File: src/rtl/sam_pkg.sv
// ---------------------------------------------------------------------------
// sam_pkg
// Shared definitions for the SAM serial link (transmitter and receiver).
//   - samState_t      : transmitter state encoding
//   - SAM_MAX_N       : largest legal key width exponent (width = 2^n)
//   - SAM_KEY_W       : width of the key registers d and capsN
//   - SAM_SYM_LEN_MIN/MAX : legal range of clocks per data symbol
//   - keyTopIdx()     : index of the first key bit sent, (1<<n)-1 at 6 bits
// Optional feature macro: SAM_TX_PARITY_EN adds the PAR state.
// ---------------------------------------------------------------------------
package sam_pkg;

  localparam int SAM_MAX_N       = 5;
  localparam int SAM_KEY_W       = 32;
  localparam int SAM_SYM_LEN_MIN = 10;
  localparam int SAM_SYM_LEN_MAX = 60;

  typedef enum logic [2:0] {
    ST_IDLE  = 3'd0,
    ST_CFG_N = 3'd1,
    ST_CFG_D = 3'd2,
    ST_CFG_C = 3'd3,
    ST_PRE   = 3'd4,
    ST_DATA  = 3'd5,
`ifdef SAM_TX_PARITY_EN
    ST_PAR   = 3'd6,
`endif
    ST_TAIL  = 3'd7
  } samState_t;

  // Computed at 6 bits so that n = 5 yields 31 without wrapping.
  function automatic logic [5:0] keyTopIdx(input logic [3:0] n);
    logic [5:0] one;
    one = 6'd1;
    return (one << n) - 6'd1;
  endfunction

endpackage

File: src/rtl/sam_tx_if.sv
// ---------------------------------------------------------------------------
// sam_tx_if
// Bundles the key/configuration inputs, the valid/ready message bit stream
// and the serial/status outputs of sam_tx.
//   master : message/key source side (drives cfg_* and bit_*)
//   slave  : sam_tx side (drives bit_ready, str, mode, busy, done,
//            cfg_err, underrun)
// ---------------------------------------------------------------------------
interface sam_tx_if;
  import sam_pkg::*;

  logic [3:0]           cfg_n;
  logic [SAM_KEY_W-1:0] cfg_d;
  logic [SAM_KEY_W-1:0] cfg_caps;
  logic                 cfg_start;
  logic                 bit_data;
  logic                 bit_valid;
  logic                 bit_last;
  logic                 bit_ready;
  logic                 str;
  logic                 mode;
  logic                 busy;
  logic                 done;
  logic                 cfg_err;
  logic                 underrun;

  modport master (
    output cfg_n, cfg_d, cfg_caps, cfg_start, bit_data, bit_valid, bit_last,
    input  bit_ready, str, mode, busy, done, cfg_err, underrun
  );

  modport slave (
    input  cfg_n, cfg_d, cfg_caps, cfg_start, bit_data, bit_valid, bit_last,
    output bit_ready, str, mode, busy, done, cfg_err, underrun
  );

endinterface

File: src/rtl/sam_sym_gen.sv
// ---------------------------------------------------------------------------
// sam_sym_gen
// Run-length symbol generator. Owns the 6-bit symbol counter, which counts
// SYM_LEN-1 down to 0 and then holds at 0.
//   clk, reset  : clock, asynchronous active-high reset
//   i_start     : load the counter and latch i_bit (symbol begins next clock)
//   i_bit       : value of the symbol being started
//   o_last      : current clock is the final clock of the symbol
//   o_strNxt    : str pattern value for the next clock (ones first, then
//                 zeros: bit 1 = SYM_LEN-2 ones, bit 0 = 2 ones)
//   o_lastNxt   : next clock will be the final clock of the symbol
// The *Nxt outputs let the parent register its outputs in step with the
// counter instead of decoding them after the flops.
// ---------------------------------------------------------------------------
module sam_sym_gen #(
  parameter int SYM_LEN = 16
) (
  input  logic clk,
  input  logic reset,
  input  logic i_start,
  input  logic i_bit,
  output logic o_last,
  output logic o_strNxt,
  output logic o_lastNxt
);

  localparam logic [5:0] LP_CNT_TOP  = 6'(SYM_LEN - 1);
  localparam logic [5:0] LP_ZERO_ONE = 6'(SYM_LEN - 2);

  logic [5:0] r_cnt;
  logic       r_bit;
  logic [5:0] w_cntNxt;
  logic       w_bitNxt;

  always_comb begin
    w_cntNxt = r_cnt;
    w_bitNxt = r_bit;
    if (i_start) begin
      w_cntNxt = LP_CNT_TOP;
      w_bitNxt = i_bit;
    end else if (r_cnt != 6'd0) begin
      w_cntNxt = r_cnt - 6'd1;
    end
  end

  always_ff @(posedge clk or posedge reset) begin
    if (reset) begin
      r_cnt <= 6'd0;
      r_bit <= 1'b0;
    end else begin
      r_cnt <= w_cntNxt;
      r_bit <= w_bitNxt;
    end
  end

  assign o_last    = (r_cnt == 6'd0);
  assign o_lastNxt = (w_cntNxt == 6'd0);
  // Counting down: the ones occupy the high counter values.
  assign o_strNxt  = w_bitNxt ? (w_cntNxt >= 6'd2) : (w_cntNxt >= LP_ZERO_ONE);

endmodule

File: src/rtl/sam_tx.sv
// ---------------------------------------------------------------------------
// sam_tx
// Serial encoder feeding the SAM decryption receiver. A start command shifts
// out n (4 bits), d and capsN (2^n bits each, MSB first) with mode high,
// then a preamble bit-0 symbol and one run-length symbol per message bit,
// then TAIL_LEN clocks of ones with a done pulse on the last one.
//   clk, reset : clock, asynchronous active-high reset
//   bus        : sam_tx_if.slave (cfg_*, bit_* handshake, str/mode/status)
// Parameters: SYM_LEN (10..60) clocks per symbol, TAIL_LEN (>=1) tail clocks.
// Optional feature macro: SAM_TX_PARITY_EN appends an even-parity symbol
// after the last message bit.
// All outputs come straight from flops; the next-state logic computes the
// values for the coming clock.
// ---------------------------------------------------------------------------
module sam_tx
  import sam_pkg::*;
#(
  parameter int SYM_LEN  = 16,
  parameter int TAIL_LEN = 4
) (
  input  logic    clk,
  input  logic    reset,
  sam_tx_if.slave bus
);

  localparam int             TW          = (TAIL_LEN > 1) ? $clog2(TAIL_LEN) : 1;
  localparam logic [TW-1:0]  LP_TAIL_TOP = TW'(TAIL_LEN - 1);
  localparam logic [TW-1:0]  LP_TAIL_ONE = TW'(1);

  samState_t            r_state, w_stateNxt;
  logic [5:0]           r_idx, w_idxNxt;
  logic [TW-1:0]        r_tailCnt, w_tailNxt;
  logic [3:0]           r_n, w_nNxt;
  logic [SAM_KEY_W-1:0] r_d, w_dNxt;
  logic [SAM_KEY_W-1:0] r_caps, w_capsNxt;
  logic                 r_lastBit, w_lastBitNxt;
  logic                 r_underFlag, w_underFlagNxt;
`ifdef SAM_TX_PARITY_EN
  logic                 r_par, w_parNxt;
`endif

  logic r_str, r_mode, r_busy, r_ready, r_done, r_cfgErr, r_underrun;
  logic w_strNxt, w_modeNxt, w_busyNxt, w_readyNxt, w_doneNxt, w_cfgErrNxt, w_underrunNxt;

  logic w_symStart, w_symBit, w_symLast, w_symStrNxt, w_symLastNxt;

  sam_sym_gen #(.SYM_LEN(SYM_LEN)) u_symGen (
    .clk       (clk),
    .reset     (reset),
    .i_start   (w_symStart),
    .i_bit     (w_symBit),
    .o_last    (w_symLast),
    .o_strNxt  (w_symStrNxt),
    .o_lastNxt (w_symLastNxt)
  );

  // Next-state logic. The bit handshake is taken on the final clock of a
  // PRE/DATA symbol, where bit_ready is high unless the last bit was sent.
  always_comb begin
    w_stateNxt     = r_state;
    w_idxNxt       = r_idx;
    w_tailNxt      = r_tailCnt;
    w_nNxt         = r_n;
    w_dNxt         = r_d;
    w_capsNxt      = r_caps;
    w_lastBitNxt   = r_lastBit;
    w_underFlagNxt = r_underFlag;
`ifdef SAM_TX_PARITY_EN
    w_parNxt       = r_par;
`endif
    w_symStart     = 1'b0;
    w_symBit       = 1'b0;
    w_cfgErrNxt    = 1'b0;
    case (r_state)
      ST_IDLE: begin
        if (bus.cfg_start) begin
          if (bus.cfg_n <= 4'(SAM_MAX_N)) begin
            w_stateNxt     = ST_CFG_N;
            w_idxNxt       = 6'd3;
            w_nNxt         = bus.cfg_n;
            w_dNxt         = bus.cfg_d;
            w_capsNxt      = bus.cfg_caps;
            w_lastBitNxt   = 1'b0;
            w_underFlagNxt = 1'b0;
`ifdef SAM_TX_PARITY_EN
            w_parNxt       = 1'b0;
`endif
          end else begin
            w_cfgErrNxt = 1'b1;
          end
        end
      end
      ST_CFG_N: begin
        if (r_idx == 6'd0) begin
          w_stateNxt = ST_CFG_D;
          w_idxNxt   = keyTopIdx(r_n);
        end else begin
          w_idxNxt = r_idx - 6'd1;
        end
      end
      ST_CFG_D: begin
        if (r_idx == 6'd0) begin
          w_stateNxt = ST_CFG_C;
          w_idxNxt   = keyTopIdx(r_n);
        end else begin
          w_idxNxt = r_idx - 6'd1;
        end
      end
      ST_CFG_C: begin
        if (r_idx == 6'd0) begin
          w_stateNxt = ST_PRE;
          w_symStart = 1'b1;
          w_symBit   = 1'b0;
        end else begin
          w_idxNxt = r_idx - 6'd1;
        end
      end
      ST_PRE, ST_DATA: begin
        if (w_symLast) begin
          if (r_ready) begin
            if (bus.bit_valid) begin
              w_stateNxt   = ST_DATA;
              w_symStart   = 1'b1;
              w_symBit     = bus.bit_data;
              w_lastBitNxt = bus.bit_last;
`ifdef SAM_TX_PARITY_EN
              w_parNxt     = r_par ^ bus.bit_data;
`endif
            end else begin
              w_stateNxt     = ST_TAIL;
              w_tailNxt      = LP_TAIL_TOP;
              w_underFlagNxt = 1'b1;
            end
          end else begin
`ifdef SAM_TX_PARITY_EN
            w_stateNxt = ST_PAR;
            w_symStart = 1'b1;
            w_symBit   = r_par;
`else
            w_stateNxt = ST_TAIL;
            w_tailNxt  = LP_TAIL_TOP;
`endif
          end
        end
      end
`ifdef SAM_TX_PARITY_EN
      ST_PAR: begin
        if (w_symLast) begin
          w_stateNxt = ST_TAIL;
          w_tailNxt  = LP_TAIL_TOP;
        end
      end
`endif
      ST_TAIL: begin
        if (r_tailCnt == '0) begin
          w_stateNxt = ST_IDLE;
        end else begin
          w_tailNxt = r_tailCnt - LP_TAIL_ONE;
        end
      end
      default: w_stateNxt = ST_IDLE;
    endcase
  end

  // Output values for the coming clock, derived from the next state so the
  // registered outputs line up exactly with the state they describe.
  always_comb begin
    w_strNxt = 1'b1;
    case (w_stateNxt)
      ST_CFG_N: w_strNxt = w_nNxt[w_idxNxt[1:0]];
      ST_CFG_D: w_strNxt = w_dNxt[w_idxNxt[4:0]];
      ST_CFG_C: w_strNxt = w_capsNxt[w_idxNxt[4:0]];
      ST_PRE, ST_DATA: w_strNxt = w_symStrNxt;
`ifdef SAM_TX_PARITY_EN
      ST_PAR: w_strNxt = w_symStrNxt;
`endif
      default: w_strNxt = 1'b1;
    endcase
    w_modeNxt     = (w_stateNxt == ST_CFG_N) || (w_stateNxt == ST_CFG_D) ||
                    (w_stateNxt == ST_CFG_C);
    w_busyNxt     = (w_stateNxt != ST_IDLE);
    w_readyNxt    = ((w_stateNxt == ST_PRE) || (w_stateNxt == ST_DATA)) &&
                    w_symLastNxt && !w_lastBitNxt;
    w_doneNxt     = (w_stateNxt == ST_TAIL) && (w_tailNxt == '0);
    w_underrunNxt = w_doneNxt && w_underFlagNxt;
  end

  // State, counters, latched key and output flops.
  always_ff @(posedge clk or posedge reset) begin
    if (reset) begin
      r_state     <= ST_IDLE;
      r_idx       <= 6'd0;
      r_tailCnt   <= '0;
      r_n         <= 4'd0;
      r_d         <= '0;
      r_caps      <= '0;
      r_lastBit   <= 1'b0;
      r_underFlag <= 1'b0;
`ifdef SAM_TX_PARITY_EN
      r_par       <= 1'b0;
`endif
      r_str       <= 1'b1;
      r_mode      <= 1'b0;
      r_busy      <= 1'b0;
      r_ready     <= 1'b0;
      r_done      <= 1'b0;
      r_cfgErr    <= 1'b0;
      r_underrun  <= 1'b0;
    end else begin
      r_state     <= w_stateNxt;
      r_idx       <= w_idxNxt;
      r_tailCnt   <= w_tailNxt;
      r_n         <= w_nNxt;
      r_d         <= w_dNxt;
      r_caps      <= w_capsNxt;
      r_lastBit   <= w_lastBitNxt;
      r_underFlag <= w_underFlagNxt;
`ifdef SAM_TX_PARITY_EN
      r_par       <= w_parNxt;
`endif
      r_str       <= w_strNxt;
      r_mode      <= w_modeNxt;
      r_busy      <= w_busyNxt;
      r_ready     <= w_readyNxt;
      r_done      <= w_doneNxt;
      r_cfgErr    <= w_cfgErrNxt;
      r_underrun  <= w_underrunNxt;
    end
  end

  assign bus.str       = r_str;
  assign bus.mode      = r_mode;
  assign bus.busy      = r_busy;
  assign bus.bit_ready = r_ready;
  assign bus.done      = r_done;
  assign bus.cfg_err   = r_cfgErr;
  assign bus.underrun  = r_underrun;

endmodule

File: src/flat_wrapper.sv
// flat-port wrapper written by rule: the top's interface ports become plain ports
module sam_tx_flat import sam_pkg::*;
#(
  parameter int SYM_LEN  = 16,
  parameter int TAIL_LEN = 4
)
  (clk, reset, bus_cfg_n, bus_cfg_d, bus_cfg_caps, bus_cfg_start, bus_bit_data, bus_bit_valid, bus_bit_last, bus_bit_ready, bus_str, bus_mode, bus_busy, bus_done, bus_cfg_err, bus_underrun);
  sam_tx_if bus_i ();
  input  logic clk;
  input  logic reset;
  input wire logic [$bits(bus_i.cfg_n)-1:0] bus_cfg_n;
  input wire logic [$bits(bus_i.cfg_d)-1:0] bus_cfg_d;
  input wire logic [$bits(bus_i.cfg_caps)-1:0] bus_cfg_caps;
  input wire logic [$bits(bus_i.cfg_start)-1:0] bus_cfg_start;
  input wire logic [$bits(bus_i.bit_data)-1:0] bus_bit_data;
  input wire logic [$bits(bus_i.bit_valid)-1:0] bus_bit_valid;
  input wire logic [$bits(bus_i.bit_last)-1:0] bus_bit_last;
  output wire logic [$bits(bus_i.bit_ready)-1:0] bus_bit_ready;
  output wire logic [$bits(bus_i.str)-1:0] bus_str;
  output wire logic [$bits(bus_i.mode)-1:0] bus_mode;
  output wire logic [$bits(bus_i.busy)-1:0] bus_busy;
  output wire logic [$bits(bus_i.done)-1:0] bus_done;
  output wire logic [$bits(bus_i.cfg_err)-1:0] bus_cfg_err;
  output wire logic [$bits(bus_i.underrun)-1:0] bus_underrun;
  assign bus_i.cfg_n = bus_cfg_n;
  assign bus_i.cfg_d = bus_cfg_d;
  assign bus_i.cfg_caps = bus_cfg_caps;
  assign bus_i.cfg_start = bus_cfg_start;
  assign bus_i.bit_data = bus_bit_data;
  assign bus_i.bit_valid = bus_bit_valid;
  assign bus_i.bit_last = bus_bit_last;
  assign bus_bit_ready = bus_i.bit_ready;
  assign bus_str = bus_i.str;
  assign bus_mode = bus_i.mode;
  assign bus_busy = bus_i.busy;
  assign bus_done = bus_i.done;
  assign bus_cfg_err = bus_i.cfg_err;
  assign bus_underrun = bus_i.underrun;
  sam_tx #(.SYM_LEN(SYM_LEN), .TAIL_LEN(TAIL_LEN)) u_core (.clk(clk), .reset(reset), .bus(bus_i));
endmodule
File: config.mk
export PLATFORM = sky130hd
export DESIGN_NAME = sam_tx_flat
export DESIGN_NICKNAME = d
export VERILOG_FILES = /design/src/rtl/sam_pkg.sv /design/src/rtl/sam_tx_if.sv /design/src/rtl/sam_sym_gen.sv /design/src/rtl/sam_tx.sv /design/src/flat_wrapper.sv
export SDC_FILE = /design/constraint.sdc
export NUM_CORES = 1
export LEC_CHECK = 0
export BUFFER_PORTS_ARGS = -buffer_cell sky130_fd_sc_hd__buf_2
export CORE_MARGIN = 3
export CORE_UTILIZATION = 29
export DETAILED_ROUTE_END_ITERATION = 10
export GPL_TIMING_DRIVEN = 0
export PLACE_DENSITY = 0.52
export SLEW_MARGIN = 20
export SYNTH_ARGS = -nofsm -noshare
export SYNTH_HDL_FRONTEND = slang
export SYNTH_SLANG_ARGS = --single-unit
File: constraint.sdc
create_clock -name clk -period 4.3 [get_ports clk]
set_input_delay 0.43 -clock clk [delete_from_list [all_inputs] [get_ports clk]]
set_output_delay 0.43 -clock clk [all_outputs]
set_load 0.02 [all_outputs]
# After elaboration in Yosys (flattened, before gate mapping)
# Cells that the tools add are included.
[totals] ff_bits=95 word_cells=128
[classes] add_sub_neg=4 n_lt_le_gt_ge=5 n_eq_ne=15 n_shift=1 mux=64 n_reduce_logical=21
[op_table] op="32-bit two-way mux" count=6
[op_table] op="6-bit two-way mux" count=6
[op_table] op="1-bit two-way mux" count=26
[op_table] op="3-bit two-way mux" count=7
[op_table] op="3-bit equality test (second input constant)" count=6
[op_table] op="6-bit zero test" count=3
[op_table] op="3-bit one-hot mux with 6 select lines" count=1
[op_table] op="6-bit one-hot mux with 3 select lines" count=1
[op_table] op="6-bit by 1-bit subtractor with 6-bit output (second input constant)" count=3
[op_table] op="3-bit by 2-bit equality test with 1-bit output (second input constant)" count=4
[op_table] op="2-bit two-way mux" count=6
[op_table] op="4-bit two-way mux" count=3
[op_table] op="1-bit binary-select mux with 5-bit select" count=2
[op_table] op="3-bit by 1-bit equality test with 1-bit output (second input constant)" count=2
[op_table] op="6-bit by 2-bit greater-or-equal comparator with 1-bit output (second input constant)" count=1
[op_table] op="6-bit by 4-bit greater-or-equal comparator with 1-bit output (second input constant)" count=1
[op_table] op="5-bit by 6-bit less-than comparator with 1-bit output (second input constant)" count=1
[op_table] op="1-bit one-hot mux with 2 select lines" count=3
[op_table] op="3-bit nonzero test" count=2
[op_table] op="6-bit nonzero test" count=1
[op_table] op="2-bit OR reduction" count=3
[op_table] op="1-bit by 4-bit left shift with 6-bit output (first input constant)" count=1
[op_table] op="4-bit by 3-bit less-or-equal comparator with 1-bit output (second input constant)" count=1
[op_table] op="1-bit logical AND" count=4
[op_table] op="other kinds (12)" count=16

# Longest topological paths before layout
[logic_depth] depth_word=8 depth_mapped=15

# Cells and area by module
# Synthesis repeated with hierarchy kept, for this count alone.
[unflattened] cells_unflattened=475 area_unflattened_um2=5200.0
[modules_own_cells] mod="sam_tx" instances=1 cells_each=417 area_per_inst_um2=4682.0 seq_area_each_um2=2203.4
[modules_own_cells] mod="sam_sym_gen" instances=1 cells_each=58 area_per_inst_um2=518.0 seq_area_each_um2=175.2

# Worst setup path after synthesis
# Ideal clock, no wire load.
[synth_path] path_type="flip-flop to flip-flop" start="reg u_core.r_n[2]" end="reg u_core.r_str, in the netlist u_core.bus.str" setup_time_ps=82 t_arrival_ps=3276 path_slack_ps=942 path_stages_with_launch=14 n_path_buf=2 path_cell_list="dfrtp_1 or4b_2 ha_1 a21oi_1 nand4_1 o311ai_1 nor2_2 inv_2 buf_2 clkbuf_1 nor3_1 a211oi_1 or4_1 a211o_1"
[synth_between] elab_chain_len=7 elab_cells_between_ends=14 cone_classes="add/sub: 1; shift: 1; mux: 12"
[synth_lines] item="from (decl)" line_no="sam_tx.sv:33" source="logic [3:0] r_n, w_nNxt;"
[synth_lines] item="from (signal assigned)" line_no="sam_tx.sv:213" source="r_n <= w_nNxt;"
[synth_lines] item="1-bit by 4-bit left shift with 6-bit output *" line_no="sam_pkg.sv:35" source="return (one << n) - 6'd1;"
[synth_lines] item="6-bit by 1-bit subtractor with 6-bit output *" line_no="sam_pkg.sv:35"
[synth_lines] item="6-bit two-way mux *" line_no="sam_tx.sv:94, sam_tx.sv:102"
[synth_lines] item="6-bit one-hot mux with 3 select lines *" line_no="sam_tx.sv:74" source="case (r_state)"
[synth_lines] item="named net u_core.w_idxNxt[1]" line_no="sam_tx.sv:31" source="logic [5:0] r_idx, w_idxNxt;"
[synth_lines] item="1-bit binary-select mux with 5-bit select, or another cell as far along" line_no="sam_tx.sv:172" source="ST_CFG_C: w_strNxt = w_capsNxt[w_idxNxt[4:0]];"
[synth_lines] item="1-bit two-way mux (on tied branches)" line_no="sam_tx.sv:172, sam_tx.sv:170, sam_tx.sv:171"
[synth_lines] item="1-bit one-hot mux with 4 select lines *" line_no="sam_tx.sv:169" source="case (w_stateNxt)"
[synth_lines] item="named net u_core.w_strNxt" line_no="sam_tx.sv:43" source="logic w_strNxt, w_modeNxt, w_busyNxt, w_readyNxt, w_doneNxt, w_cfgErrNxt, w_underrunNxt;"
[synth_lines] item="to (signal assigned)" line_no="sam_tx.sv:221" source="r_str <= w_strNxt;"
[synth_lines] item="to (decl)" line_no="sam_tx.sv:42" source="logic r_str, r_mode, r_busy, r_ready, r_done, r_cfgErr, r_underrun;"
# The timed path passes the listed nets; every way through them passes the cells marked *. The select of a mux whose other input is x is not followed.
# A chain may end at the register's enable or synchronous reset.

# Worst setup path in the final report
[layout_path] start="reg u_core.r_state[2]" end="reg u_core.r_str, in the netlist u_core.bus.str"
[layout_between] elab_chain_len=7 elab_cells_between_ends=41 cone_classes="order compare: 2; eq/ne: 11; mux: 24; reduce/logical: 4"
[layout_lines] item="from (decl)" line_no="sam_tx.sv:30" source="samState_t r_state, w_stateNxt;"
[layout_lines] item="from (signal assigned)" line_no="sam_tx.sv:210" source="r_state <= w_stateNxt;"
[layout_lines] item="3-bit equality test" line_no="sam_tx.sv:74"
[layout_lines] item="2-bit OR reduction" line_no="sam_tx.sv:74"
[layout_lines] item="1-bit one-hot mux with 2 select lines" line_no="sam_tx.sv:74"
[layout_lines] item="6-bit two-way mux" line_no="sam_sym_gen.sv:38" source="if (i_start) begin"
[layout_lines] item="6-bit by 4-bit greater-or-equal comparator with 1-bit output / 6-bit by 2-bit greater-or-equal comparator with 1-bit output (equally long branches)" line_no="sam_sym_gen.sv:59" source="assign o_strNxt = w_bitNxt ? (w_cntNxt >= 6'd2) : (w_cntNxt >= LP_ZERO_ONE);"
[layout_lines] item="1-bit two-way mux" line_no="sam_sym_gen.sv:59"
[layout_lines] item="1-bit one-hot mux with 4 select lines *" line_no="sam_tx.sv:169"
[layout_lines] item="named net u_core.w_strNxt" line_no="sam_tx.sv:43"
# Marks and branches as above.

==> results.toml <==
[power_and_ir_drop]
switching_power_summed_over_all_nets_mw = 2.11
p_per_area_nw_per_um2 = 794
p_seq_share_pct = 30.6
irDropWorstVdd_mv = 0.273
combPwrFrac_pct = 52.3
p_int_mw = 2.69
netSwitchingFraction_pct = 44.0
p_leak_nw = 2.92
post-layout-total-power_mw = 4.80
proportion_of_power_drawn_by_the_clock_network_pct = 17.1

[yosys]
synth_top_cells_by_count = "sky130_fd_sc_hd__nand2_1, sky130_fd_sc_hd__dfrtp_1, sky130_fd_sc_hd__nor2_1"
ys.warnings.count = 0
postSynth.asyncResetShare_pct = 100
syn-num-nets = 662
dominantRegCellSynth = "sky130_fd_sc_hd__dfrtp_1"
post_synth_edffs = 0
ys_ff_latch = 95
mappedNetlistArea_um2 = 5030
synth_top_area_share_pct = 46.7
synth-seq-area-share_pct = 47.2
synthMostInstantiatedCell = "sky130_fd_sc_hd__nand2_1"
synthTopCellsByArea = "sky130_fd_sc_hd__dfrtp_1, sky130_fd_sc_hd__nand2_1, sky130_fd_sc_hd__mux2i_1"
synth_top_cell_by_area = "sky130_fd_sc_hd__dfrtp_1"
synthCells = 585
postSynthAreaPerCell_um2 = 8.61
synth.distinct_cells = 74

[setup_path]
top_cell_by_count_worst_path = "sky130_fd_sc_hd__clkbuf_1"
cp_max_fo = 10
reg2reg_slack_ns = 0.31
r2r.worst_path.cells = 11
worstPathRequired_ns = 4.56
classification_of_the_worst_setup_path = "reg -> reg"
cpMaxStageDelayCell = "sky130_fd_sc_hd__nor4b_1"
kind_of_cell_adding_the_most_delay_to_the_critical_path = "simple AND/OR/NAND/NOR gates"
kind_of_end_point_of_the_critical_path = "flip-flop"
cp.buffers_inverters = 3
critPathArrivalTime_ns = 4.26
worst_setup_path_start_kind = "flip-flop"
worst_r2r_endpoint = "u_core.bus.str"
path_cells = "clkbuf_1 > nor4b_1 > and2_1 > clkbuf_1 > clkbuf_1 > mux2i_1 > a2111oi_0 > o21ai_0 > o2111ai_1 > or4_1 > a211o_1"
r2r_start = "u_core.r_state[2]"
cp_slowest_stage_delay_ns = 0.62

[place]
detailed_place.area_um2 = 5740
dp_hpwl_um = 11400
gp_routability_congestion = 0.875
port-buffer-count = 80

[finish]
nFillCells = 1780
syn_to_final_growth_pct = 20.1
design.final.nets = 754
area.sequential_um2 = 2380
final_core_utilization_pct = 36.1
drive_above_1_share_pct = 19.1
finalInstanceArea_um2 = 6050
multi_input_comb_area_um2 = 2450
antenna-diode-count = 0

[floorplanning]
num_io_pins = 81
die_area_um2 = 19000
die-width_um = 138
fp.coreArea_um2 = 16800
core.rowCount = 47
die_h_um = 138
starting_density_of_the_core_pct = 30.0

[timing]
period_share_pct = 92.8
setup-violations-final = 0
maxClockFrequency_mhz = 250
slew-limit-headroom_pct = 42.0
fin_tns_setup_ns = 0
maxSlewViolCount = 0
rsz0062_at_grt = "false"
finalHoldViolations = 0
fin_crit_ns = 3.99
final.setup_skew_ns = 0.0101
worstMarginPinSlew_ns = 0.863

[global_routing]
global_route.overflow_total = 0
grt_start_max_net_pins = 51
grt_pass1_vias = 4728
grtUsageTotal_pct = 16.8
initial_antenna_violation_count = 0
grt_pass1_wl_um = 24400

[run]
max_cap_violations = 0

[cts]
ctsHtreeMaxLevel = 3
tritoncts = "done"
postCtsHoldBufs = 0
cts.path.max_buffers = 2
clock_sinks = 95
post_cts.repair.setup_buffers = 0
insertion_delay_ns = 0.36
cts_made_buffers = 9
clock_transition_at_path_regs_ns = 0.06
root_buffer = "sky130_fd_sc_hd__clkbuf_16"

[route]
post_drt_via_cell_ratio = 4.93
drt_iter0_drc = 185
drt-total-wl_um = 15000
detailedRoute.firstPassIterationCount = 4
postRouteAntennaNets = 0
detail_route.drc_violations = 0
route.vias.total = 4445
post_detailed_route_wirelength_per_cell_um = 16.7

[run_status]
run_status = "complete, no violations"

[min_path]
worst_hold_path_type = "in -> async"
[placed cells by master, fill, tap and decap left out, types with 7 or more instances in the layout]
master | netlist | layout
sky130_fd_sc_hd__a21oi_1 | 10 | 10
sky130_fd_sc_hd__a31oi_1 | 7 | 7
sky130_fd_sc_hd__buf_2 | 4 | 84
sky130_fd_sc_hd__clkbuf_1 | 19 | 18
sky130_fd_sc_hd__clkbuf_16 | 0 | 9
sky130_fd_sc_hd__dfrtp_1 | 94 | 94
sky130_fd_sc_hd__inv_1 | 13 | 12
sky130_fd_sc_hd__mux2i_1 | 14 | 14
sky130_fd_sc_hd__nand2_1 | 215 | 215
sky130_fd_sc_hd__nand3_1 | 8 | 8
sky130_fd_sc_hd__nor2_1 | 26 | 26
sky130_fd_sc_hd__nor3_1 | 11 | 11
sky130_fd_sc_hd__o2111ai_1 | 7 | 7
sky130_fd_sc_hd__o211ai_1 | 8 | 8
sky130_fd_sc_hd__o21ai_0 | 17 | 17
sky130_fd_sc_hd__or3_1 | 13 | 13
[power by group through the flow]
stage,logic [mW],registers [mW],clock network [mW]
after global routing,2.79,1.52,0.890
after global placement,2.47,1.47,0
after CTS,2.52,1.47,0.848
after detailed placement,2.51,1.48,0
after floorplan,1.80,1.44,0
final,2.51,1.47,0.823
[how the worst max path moves through the flow]
stage | slack [ns] | start | end | depth (start not counted)
finish | 0.31 | u_core.r_state[2] | u_core.bus.str | 11
detailed placement | 0.15 | u_core.r_n[2] | u_core.bus.str | 13
global route | 0.02 | u_core.r_state[2] | u_core.bus.str | 11
floorplan | 0.94 | u_core.r_n[2] | u_core.bus.str | 13
global placement | 0.17 | u_core.r_n[2] | u_core.bus.str | 13
CTS | 0.12 | u_core.r_n[2] | u_core.bus.str | 13
[final cells by class]
cell class / instances / area share (%)
inverter: 16 / 1.12
buffer: 30 / 2.36
timing repair buffer: 81 / 7.07
sequential: 95 / 39.3
multi-input combinational: 444 / 40.6
clock inverter: 5 / 1.06
tap: 220 / 4.55
clock buffer: 10 / 3.95
[flip-flops by register name (all words and copies together) (netlist names)]
register	cells
u_core.bus.cfg_err	1
u_core.bus.bit_ready	1
u_core.bus.mode	1
u_core.r_d	32
u_core.bus.done	1
u_core.bus.str	1
u_core.bus.busy	1
u_core.r_caps	32
u_core.r_state	3
u_core.r_idx	6
u_core.r_n	4
u_core.r_underFlag	1
u_core.r_lastBit	1
u_core.u_symGen.r_cnt	6
u_core.r_tailCnt	2
u_core.bus.underrun	1
u_core.u_symGen.r_bit	1
[routing by layer]
metal / up-vias / GRT usage, % / share of wire [%]
met5: - / 0 / 0
met4: 0 / 6.59 / 3.8
met3: 38 / 4.86 / 5.1
met2: 125 / 27.1 / 47
met1: 2101 / 21.1 / 44
li1: 2181 / - / -
[what timing repair did]
item,in CTS,in global routing
setup endpoints to repair,0,1
resized for setup,0,3
endpoints found under the hold margin,0,0
[cell families (layout without fill, tap and decap cells)]
logic type / count (synthesis) / count (layout) / synth area share (%)
XOR/XNOR: 6 / 6 / 1.04
AND/OR/NAND/NOR: 320 / 320 / 28.5
adder cells (fa/ha/maj): 3 / 3 / 0.746
multiplexers: 26 / 26 / 5.77
buffers and inverters: 46 / 142 / 4.03
AO/OA/AOI/OAI: 89 / 89 / 12.6
flip-flops: 95 / 95 / 47.2
[stage by stage]
stage | hold slack (ns) | worst slack (ns) | instances
2_1_floorplan | 0.433 | 0.942 | 585
3_3_place_gp | 0.447 | 0.172 | 885
3_5_place_dp | 0.454 | 0.152 | 886
4_1_cts | 0.101 | 0.123 | 901
5_1_grt | 0.116 | 0.0249 | 901
6_report | 0.0840 | 0.308 | 901
(Power assumes the default switching activity.)
